==> src/rtl/bypass_rf_multi.sv <==
// Bypass register file: renaming write queue plus, per read port, a circular
// queue of read reservations that collect bypassed write data while pending.
module bypass_rf_multi #(
    parameter int    addr_width    = 1,
    parameter int    data_width    = 1,
    parameter int    name_width    = 1,
    parameter int    rd_name_width = 1,
    parameter int    lo_arch       = 0,
    parameter int    hi_arch       = 1,
    parameter int    binaryInit    = 0,
    parameter string file          = ""
) (
    input  logic                     CLK,
    input  logic                     RST,
    input  logic [addr_width-1:0]    ADDR_IN,
    input  logic                     ALLOC_E,
    output logic                     ALLOC_READY,
    output logic [name_width-1:0]    NAME_OUT,
    input  logic [addr_width-1:0]    ADDR_1,
    input  logic                     RRESE_1,
    output logic                     RRES_READY_1,
    output logic [rd_name_width-1:0] RNAME_OUT_1,
    input  logic [addr_width-1:0]    ADDR_2,
    input  logic                     RRESE_2,
    output logic                     RRES_READY_2,
    output logic [rd_name_width-1:0] RNAME_OUT_2,
    input  logic [name_width-1:0]    NAME_IN_1,
    input  logic [data_width-1:0]    D_IN_1,
    input  logic                     WE_1,
    input  logic [name_width-1:0]    NAME_IN_2,
    input  logic [data_width-1:0]    D_IN_2,
    input  logic                     WE_2,
    input  logic [rd_name_width-1:0] RD_NAME_1,
    output logic [data_width-1:0]    D_OUT_1,
    output logic                     VALID_OUT_1,
    input  logic [rd_name_width-1:0] RD_NAME_2,
    output logic [data_width-1:0]    D_OUT_2,
    output logic                     VALID_OUT_2,
    input  logic [name_width-1:0]    W_F,
    input  logic                     WFE,
    output logic                     F_READY,
    input  logic                     FE_1,
    input  logic                     FE_2
);

    localparam int NUM_NAMES = 1 << name_width;
    localparam int RD_SLOTS  = 1 << rd_name_width;
    localparam logic [rd_name_width:0] FULL_COUNT = RD_SLOTS[rd_name_width:0];

    logic [data_width-1:0]    rf [lo_arch:hi_arch];

    logic [NUM_NAMES-1:0]     wq_valid;
    logic [NUM_NAMES-1:0]     wq_written;
    logic [addr_width-1:0]    wq_addr [NUM_NAMES];
    logic [name_width-1:0]    wq_head;
    logic [name_width-1:0]    wq_owner;

    logic [RD_SLOTS-1:0]      rs_in_use [2];
    logic [RD_SLOTS-1:0]      rs_valid  [2];
    logic [name_width-1:0]    rs_pend   [2][RD_SLOTS];
    logic [data_width-1:0]    rs_data   [2][RD_SLOTS];
    logic [rd_name_width-1:0] rs_head   [2];
    logic [rd_name_width-1:0] rs_tail   [2];
    logic [rd_name_width:0]   rs_count  [2];

    logic [addr_width-1:0]    rd_addr [2];
    logic [rd_name_width-1:0] rd_sel  [2];
    logic [1:0]               rd_rese;
    logic [1:0]               rd_fe;

    logic [1:0]               cf_found;
    logic [name_width-1:0]    cf_name [2];
    logic [name_width-1:0]    cf_age  [2];
    logic [name_width-1:0]    cand_age;
    logic [1:0]               cf_hit1;
    logic [1:0]               cf_hit2;
    logic [1:0]               res_valid;
    logic [data_width-1:0]    res_data [2];
    logic [1:0]               rres_ready;
    logic [1:0]               rd_alloc_ok;
    logic [1:0]               rd_free_ok;
    logic [1:0]               out_hit1;
    logic [1:0]               out_hit2;
    logic [1:0]               out_valid;
    logic [data_width-1:0]    out_data [2];

    assign rd_addr[0] = ADDR_1;
    assign rd_addr[1] = ADDR_2;
    assign rd_sel[0]  = RD_NAME_1;
    assign rd_sel[1]  = RD_NAME_2;
    assign rd_rese    = {RRESE_2, RRESE_1};
    assign rd_fe      = {FE_2, FE_1};

    assign ALLOC_READY  = !wq_valid[wq_head];
    assign NAME_OUT     = wq_head;
    assign F_READY      = (W_F == wq_owner);
    assign RRES_READY_1 = rres_ready[0];
    assign RRES_READY_2 = rres_ready[1];
    assign RNAME_OUT_1  = rs_tail[0];
    assign RNAME_OUT_2  = rs_tail[1];
    assign VALID_OUT_1  = out_valid[0];
    assign VALID_OUT_2  = out_valid[1];
    assign D_OUT_1      = out_data[0];
    assign D_OUT_2      = out_data[1];

    // Youngest matching write owner (largest distance from owner) decides where read data comes from
    always_comb begin
        cand_age = '0;
        for (int p = 0; p < 2; p++) begin
            cf_found[p] = 1'b0;
            cf_name[p]  = '0;
            cf_age[p]   = '0;
            for (int n = 0; n < NUM_NAMES; n++) begin
                cand_age = name_width'(n) - wq_owner;
                if (wq_valid[n] && (wq_addr[n] == rd_addr[p]) &&
                    (!cf_found[p] || (cand_age >= cf_age[p]))) begin
                    cf_found[p] = 1'b1;
                    cf_name[p]  = name_width'(n);
                    cf_age[p]   = cand_age;
                end
            end
            cf_hit1[p]     = cf_found[p] && WE_1 && (NAME_IN_1 == cf_name[p]);
            cf_hit2[p]     = cf_found[p] && WE_2 && (NAME_IN_2 == cf_name[p]);
            res_data[p]    = cf_hit1[p] ? D_IN_1 : (cf_hit2[p] ? D_IN_2 : rf[rd_addr[p]]);
            res_valid[p]   = !(cf_found[p] && !wq_written[cf_name[p]] && !(cf_hit1[p] || cf_hit2[p]));
            rres_ready[p]  = (rs_count[p] != FULL_COUNT) || rd_fe[p];
            rd_alloc_ok[p] = rd_rese[p] && rres_ready[p];
            rd_free_ok[p]  = rd_fe[p] && (rs_count[p] != '0);

            out_hit1[p]  = WE_1 && (NAME_IN_1 == rs_pend[p][rd_sel[p]]);
            out_hit2[p]  = WE_2 && (NAME_IN_2 == rs_pend[p][rd_sel[p]]);
            out_valid[p] = rs_in_use[p][rd_sel[p]] &&
                           (rs_valid[p][rd_sel[p]] || out_hit1[p] || out_hit2[p]);
            out_data[p]  = rs_data[p][rd_sel[p]];
            if (!rs_valid[p][rd_sel[p]] && (out_hit1[p] || out_hit2[p]))
                out_data[p] = out_hit1[p] ? D_IN_1 : D_IN_2;
        end
    end

    always_ff @(posedge CLK) begin
        if (RST) begin
            wq_head    <= '0;
            wq_owner   <= '0;
            wq_valid   <= '0;
            wq_written <= '0;
        end else begin
            if (WE_2) wq_written[NAME_IN_2] <= 1'b1;
            if (WE_1) wq_written[NAME_IN_1] <= 1'b1;
            if (WFE && F_READY) begin
                wq_valid[W_F]   <= 1'b0;
                wq_written[W_F] <= 1'b0;
                wq_owner        <= wq_owner + 1'b1;
            end
            if (ALLOC_E && ALLOC_READY) begin
                wq_valid[wq_head]   <= 1'b1;
                wq_written[wq_head] <= 1'b0;
                wq_addr[wq_head]    <= ADDR_IN;
                wq_head             <= wq_head + 1'b1;
            end
        end
    end

    // Port 2 is written first so port 1 wins when both name the same entry
    always_ff @(posedge CLK) begin
        if (!RST) begin
            if (WE_2) rf[wq_addr[NAME_IN_2]] <= D_IN_2;
            if (WE_1) rf[wq_addr[NAME_IN_1]] <= D_IN_1;
        end
    end

    // Pending latch, then free, then alloc: a full queue freeing and allocating reuses the head slot
    always_ff @(posedge CLK) begin
        if (RST) begin
            for (int p = 0; p < 2; p++) begin
                rs_in_use[p] <= '0;
                rs_valid[p]  <= '0;
                rs_head[p]   <= '0;
                rs_tail[p]   <= '0;
                rs_count[p]  <= '0;
            end
        end else begin
            for (int p = 0; p < 2; p++) begin
                for (int s = 0; s < RD_SLOTS; s++) begin
                    if (rs_in_use[p][s] && !rs_valid[p][s]) begin
                        if (WE_1 && (NAME_IN_1 == rs_pend[p][s])) begin
                            rs_data[p][s]  <= D_IN_1;
                            rs_valid[p][s] <= 1'b1;
                        end else if (WE_2 && (NAME_IN_2 == rs_pend[p][s])) begin
                            rs_data[p][s]  <= D_IN_2;
                            rs_valid[p][s] <= 1'b1;
                        end
                    end
                end
                if (rd_free_ok[p]) begin
                    rs_in_use[p][rs_head[p]] <= 1'b0;
                    rs_valid[p][rs_head[p]]  <= 1'b0;
                    rs_head[p]               <= rs_head[p] + 1'b1;
                end
                if (rd_alloc_ok[p]) begin
                    rs_in_use[p][rs_tail[p]] <= 1'b1;
                    rs_valid[p][rs_tail[p]]  <= res_valid[p];
                    rs_pend[p][rs_tail[p]]   <= cf_name[p];
                    rs_data[p][rs_tail[p]]   <= res_data[p];
                    rs_tail[p]               <= rs_tail[p] + 1'b1;
                end
                case ({rd_alloc_ok[p], rd_free_ok[p]})
                    2'b10:   rs_count[p] <= rs_count[p] + 1'b1;
                    2'b01:   rs_count[p] <= rs_count[p] - 1'b1;
                    default: rs_count[p] <= rs_count[p];
                endcase
            end
        end
    end

endmodule
==> config.mk <==
export PLATFORM = sky130hd
export DESIGN_NAME = bypass_rf_multi
export DESIGN_NICKNAME = d
export VERILOG_FILES = /design/src/rtl/bypass_rf_multi.sv
export SDC_FILE = /design/constraint.sdc
export NUM_CORES = 1
export LEC_CHECK = 0
export ABC_CLOCK_PERIOD_IN_PS = 2600
export BUFFER_PORTS_ARGS = -buffer_cell sky130_fd_sc_hd__buf_2
export CORE_MARGIN = 2
export CORE_UTILIZATION = 50
export DETAILED_ROUTE_END_ITERATION = 8
export PLACE_DENSITY = 0.7
export SLEW_MARGIN = 20
export SYNTH_ARGS = -nofsm -noshare
export SYNTH_HDL_FRONTEND = slang
export SYNTH_SLANG_ARGS = --single-unit
==> constraint.sdc <==
create_clock -name CLK -period 2.6 [get_ports CLK]
set_input_delay 0.13 -clock CLK [delete_from_list [all_inputs] [get_ports CLK]]
set_output_delay 0.13 -clock CLK [all_outputs]
set_load 0.03 [all_outputs]
==> results.toml <==
[outcome]
status = "complete, no violations"

[placement]
detailed_place_hpwl_um = 4510
gp_congestion = 0.867
portBuffers = 30

[cts]
cts-htree-levels = 2
root_buffer = "clkbuf_8"
clk_pin_slew_ps = 70
numCtsBuffers = 5
clock_latency_ps = 280
clockBufferDepth = 2
cts.repair.resized = 0
cts_hold_repair.buffers = 0
cts_tree = "done"
postCtsSetupBuffers = 0
clkSinkCount = 34

[synth]
ys_warn_count = 0
synth_compound_area_share_pct = 16.9
muxShareOfSynthArea_pct = 7.47
syn_nets = 311
avgSynthCellArea_um2 = 8.99
synthTopCellsByArea = "edfxtp_1 (30%), dfxtp_1 (6.3%), mux2i_1 (4.7%), xor2_1 (4.1%), xnor2_1 (3.4%)"
ys_seq_area_share_pct = 36.7
syn-cell-area_um2 = 2560
synth_adder_area_share_pct = 2.93
synth_flop_cell = "edfxtp_1"
synth_top_area_share_pct = 30.5
ys_async_sr_fraction_pct = 0
synth_xor_area_share_pct = 7.52
synth_top_family_by_area = "simple AND/OR/NAND/NOR gates"
synth_edf_count = 26
synthDistinctLibCells = 55
synth_simple_gate_area_share_pct = 21.8
yosysTopAreaCell = "edfxtp_1"
ys_seq_elements = 34
synth_cells = 285

[route]
wl_um = 5940
dr_total_vias = 2178
vias_per_cell = 5.70
drc = 0
wl_per_cell_um = 15.5
antenna_left = 0
first_iter_violations = 109
dr.pass1.iters = 5

[grt]
grt_pass1_vias = 1998
grt_use_total_pct = 22.1
grt_max_degree = 19
grt_overflow = 0
grt_pass1_wl_um = 9420
antenna_found_initial = 0

[power_and_ir_drop]
ir_drop_mv = 0.327
total_power_mw = 1.63
power_density_nw_per_um2 = 578
power_leakage_nw = 1.19

[floorplan]
fp.dieW_um = 75.6
coreArea_um2 = 5010
die_h_um = 75.6
io_pins = 31
die_area_um2 = 5710
start_util_pct = 51.1
num_rows = 26

[setup_path]
arrival_ps = 2440
cp_max_fo = 6
startpoint_type = "flip-flop"
required_ps = 2640
r2r_slack_ps = 200
critPathKind = "flip-flop to flip-flop"
worstPathBufferInverterCount = 0
critPathCaptureType = "flip-flop"
cpMaxStageDelayCell = "or4_1"
crit_family = "compound AO/OA/AOI/OAI gates"
crit_chain = "xnor2_1 -> a311o_1 -> mux2_4 -> or4_1 -> o311a_1"
max_stage_delay_ps = 510

[timing]
final.min_clock_period_ps = 2400
worstMarginPinSlew_ps = 821
max_freq_ghz = 0.417
relSlewSlack_pct = 43.9
clock_skew_ps = 3.60
finalSetupViolations = 0
rsz0062_at_grt = "no"
post-route-period-util_pct = 92.1
fin_setup_tns_ps = 0
hold_viol_final = 0
slew_viol_final = 0

[cells_and_area]
nNetsFinal = 337
fillCellCount = 506
antenna_cells = 0
layout_common_cells = "buf_2 (30), edfxtp_1 (26), nand2_1 (22), nor2_1 (21), inv_1 (19)"
area_growth_syn_to_layout_pct = 10.4
final_common_cell = "buf_2"
multi_input_area_um2 = 1450
drive_above_1_share_pct = 17.6
regArea_um2 = 941

[worst_hold_path]
hp-class = "input port to flip-flop"

[job]
cap_violations = 0
==> per-layer routing <==
metal  GRT usage [%]  vias up  routed length [um]
met5               0        -                   0
met4            5.85        0                  49
met3            4.23        5                 402
met2            37.0       75                2810
met1            29.5     1005                2670
li1                -     1093                   -
==> area by class of cell <==
cell class / count / share of cell area, %
Clock buffer: 6 / 2.57
Sequential cell: 34 / 33.3
Tap cell: 70 / 3.10
Inverter: 21 / 2.79
Multi-Input combinational cell: 214 / 51.3
Clock inverter: 2 / 0.310
Timing Repair Buffer: 35 / 6.64
==> power breakdown <==
part	total, mW	internal (mW)	leakage [nW]	switching (mW)
combinational	0.514	0.203	0.818	0.312
sequential	0.741	0.680	0.326	0.0609
clock	0.378	0.184	0.0426	0.193
==> through the flow <==
| step | util (%) | instance area (um^2) | hold WS (ps) | setup slack [ps] | cells |
|---|---|---|---|---|---|
| floorplan | - | 2560 | 219 | 367 | 285 |
| global placement | 54.8 | 2750 | 323 | 277 | 374 |
| detailed placement | 54.8 | 2750 | 324 | 219 | 374 |
| CTS | 56.4 | 2830 | 28.6 | 210 | 382 |
| global route | 56.4 | 2830 | 28.6 | 135 | 382 |
| finish | 56.4 | 2830 | 32.8 | 205 | 382 |
==> flip-flops by register name, summed over array words and instances, names as in the netlist, 2 cells and up <==
name / cells
rf: 2
rs_count: 4
rs_data: 4
rs_head: 2
rs_in_use: 4
rs_pend: 4
rs_tail: 2
rs_valid: 4
wq_addr: 2
wq_valid: 2
wq_written: 2
==> path summary, 6_finish.rpt <==
path,from,endpoint,cells after the start
setup / recovery,wq_addr[0],rs_valid[1][1],5
hold / removal,ADDR_IN,wq_addr[1],1
setup reg to reg,wq_addr[0],rs_valid[1][1],5
hold reg to reg,rs_in_use[1][0],rs_in_use[1][0],2
==> cells by family (layout without fill, tap and decap cells) <==
group	after synthesis	count (layout)
and+or+nand+nor	106	106
AOI/OAI and AO/OA	62	62
buffers and inverters	37	64
DFF	34	34
xor gates and xnor gates	22	22
muxes	18	18
adders and majority gates	6	6
==> cell usage after synthesis (3+ instances only) <==
library cell	number
edfxtp_1	26
nand2_1	22
nor2_1	21
inv_1	19
mux2i_1	12
xor2_1	12
a21oi_1	11
nor3_1	10
o21ai_0	10
xnor2_1	10
nand2b_1	9
dfxtp_1	8
nand3_1	8
clkbuf_1	7
or3_1	7
ha_1	6
o22ai_1	6
buf_2	5
mux2_2	5
nor2b_1	5
a2111oi_0	4
and3_1	4
nor3b_1	4
o211ai_1	4
a211oi_1	3
and2_1	3
nand3b_1	3
nand4_1	3
Note: power is estimated with default switching activity, not from simulation.
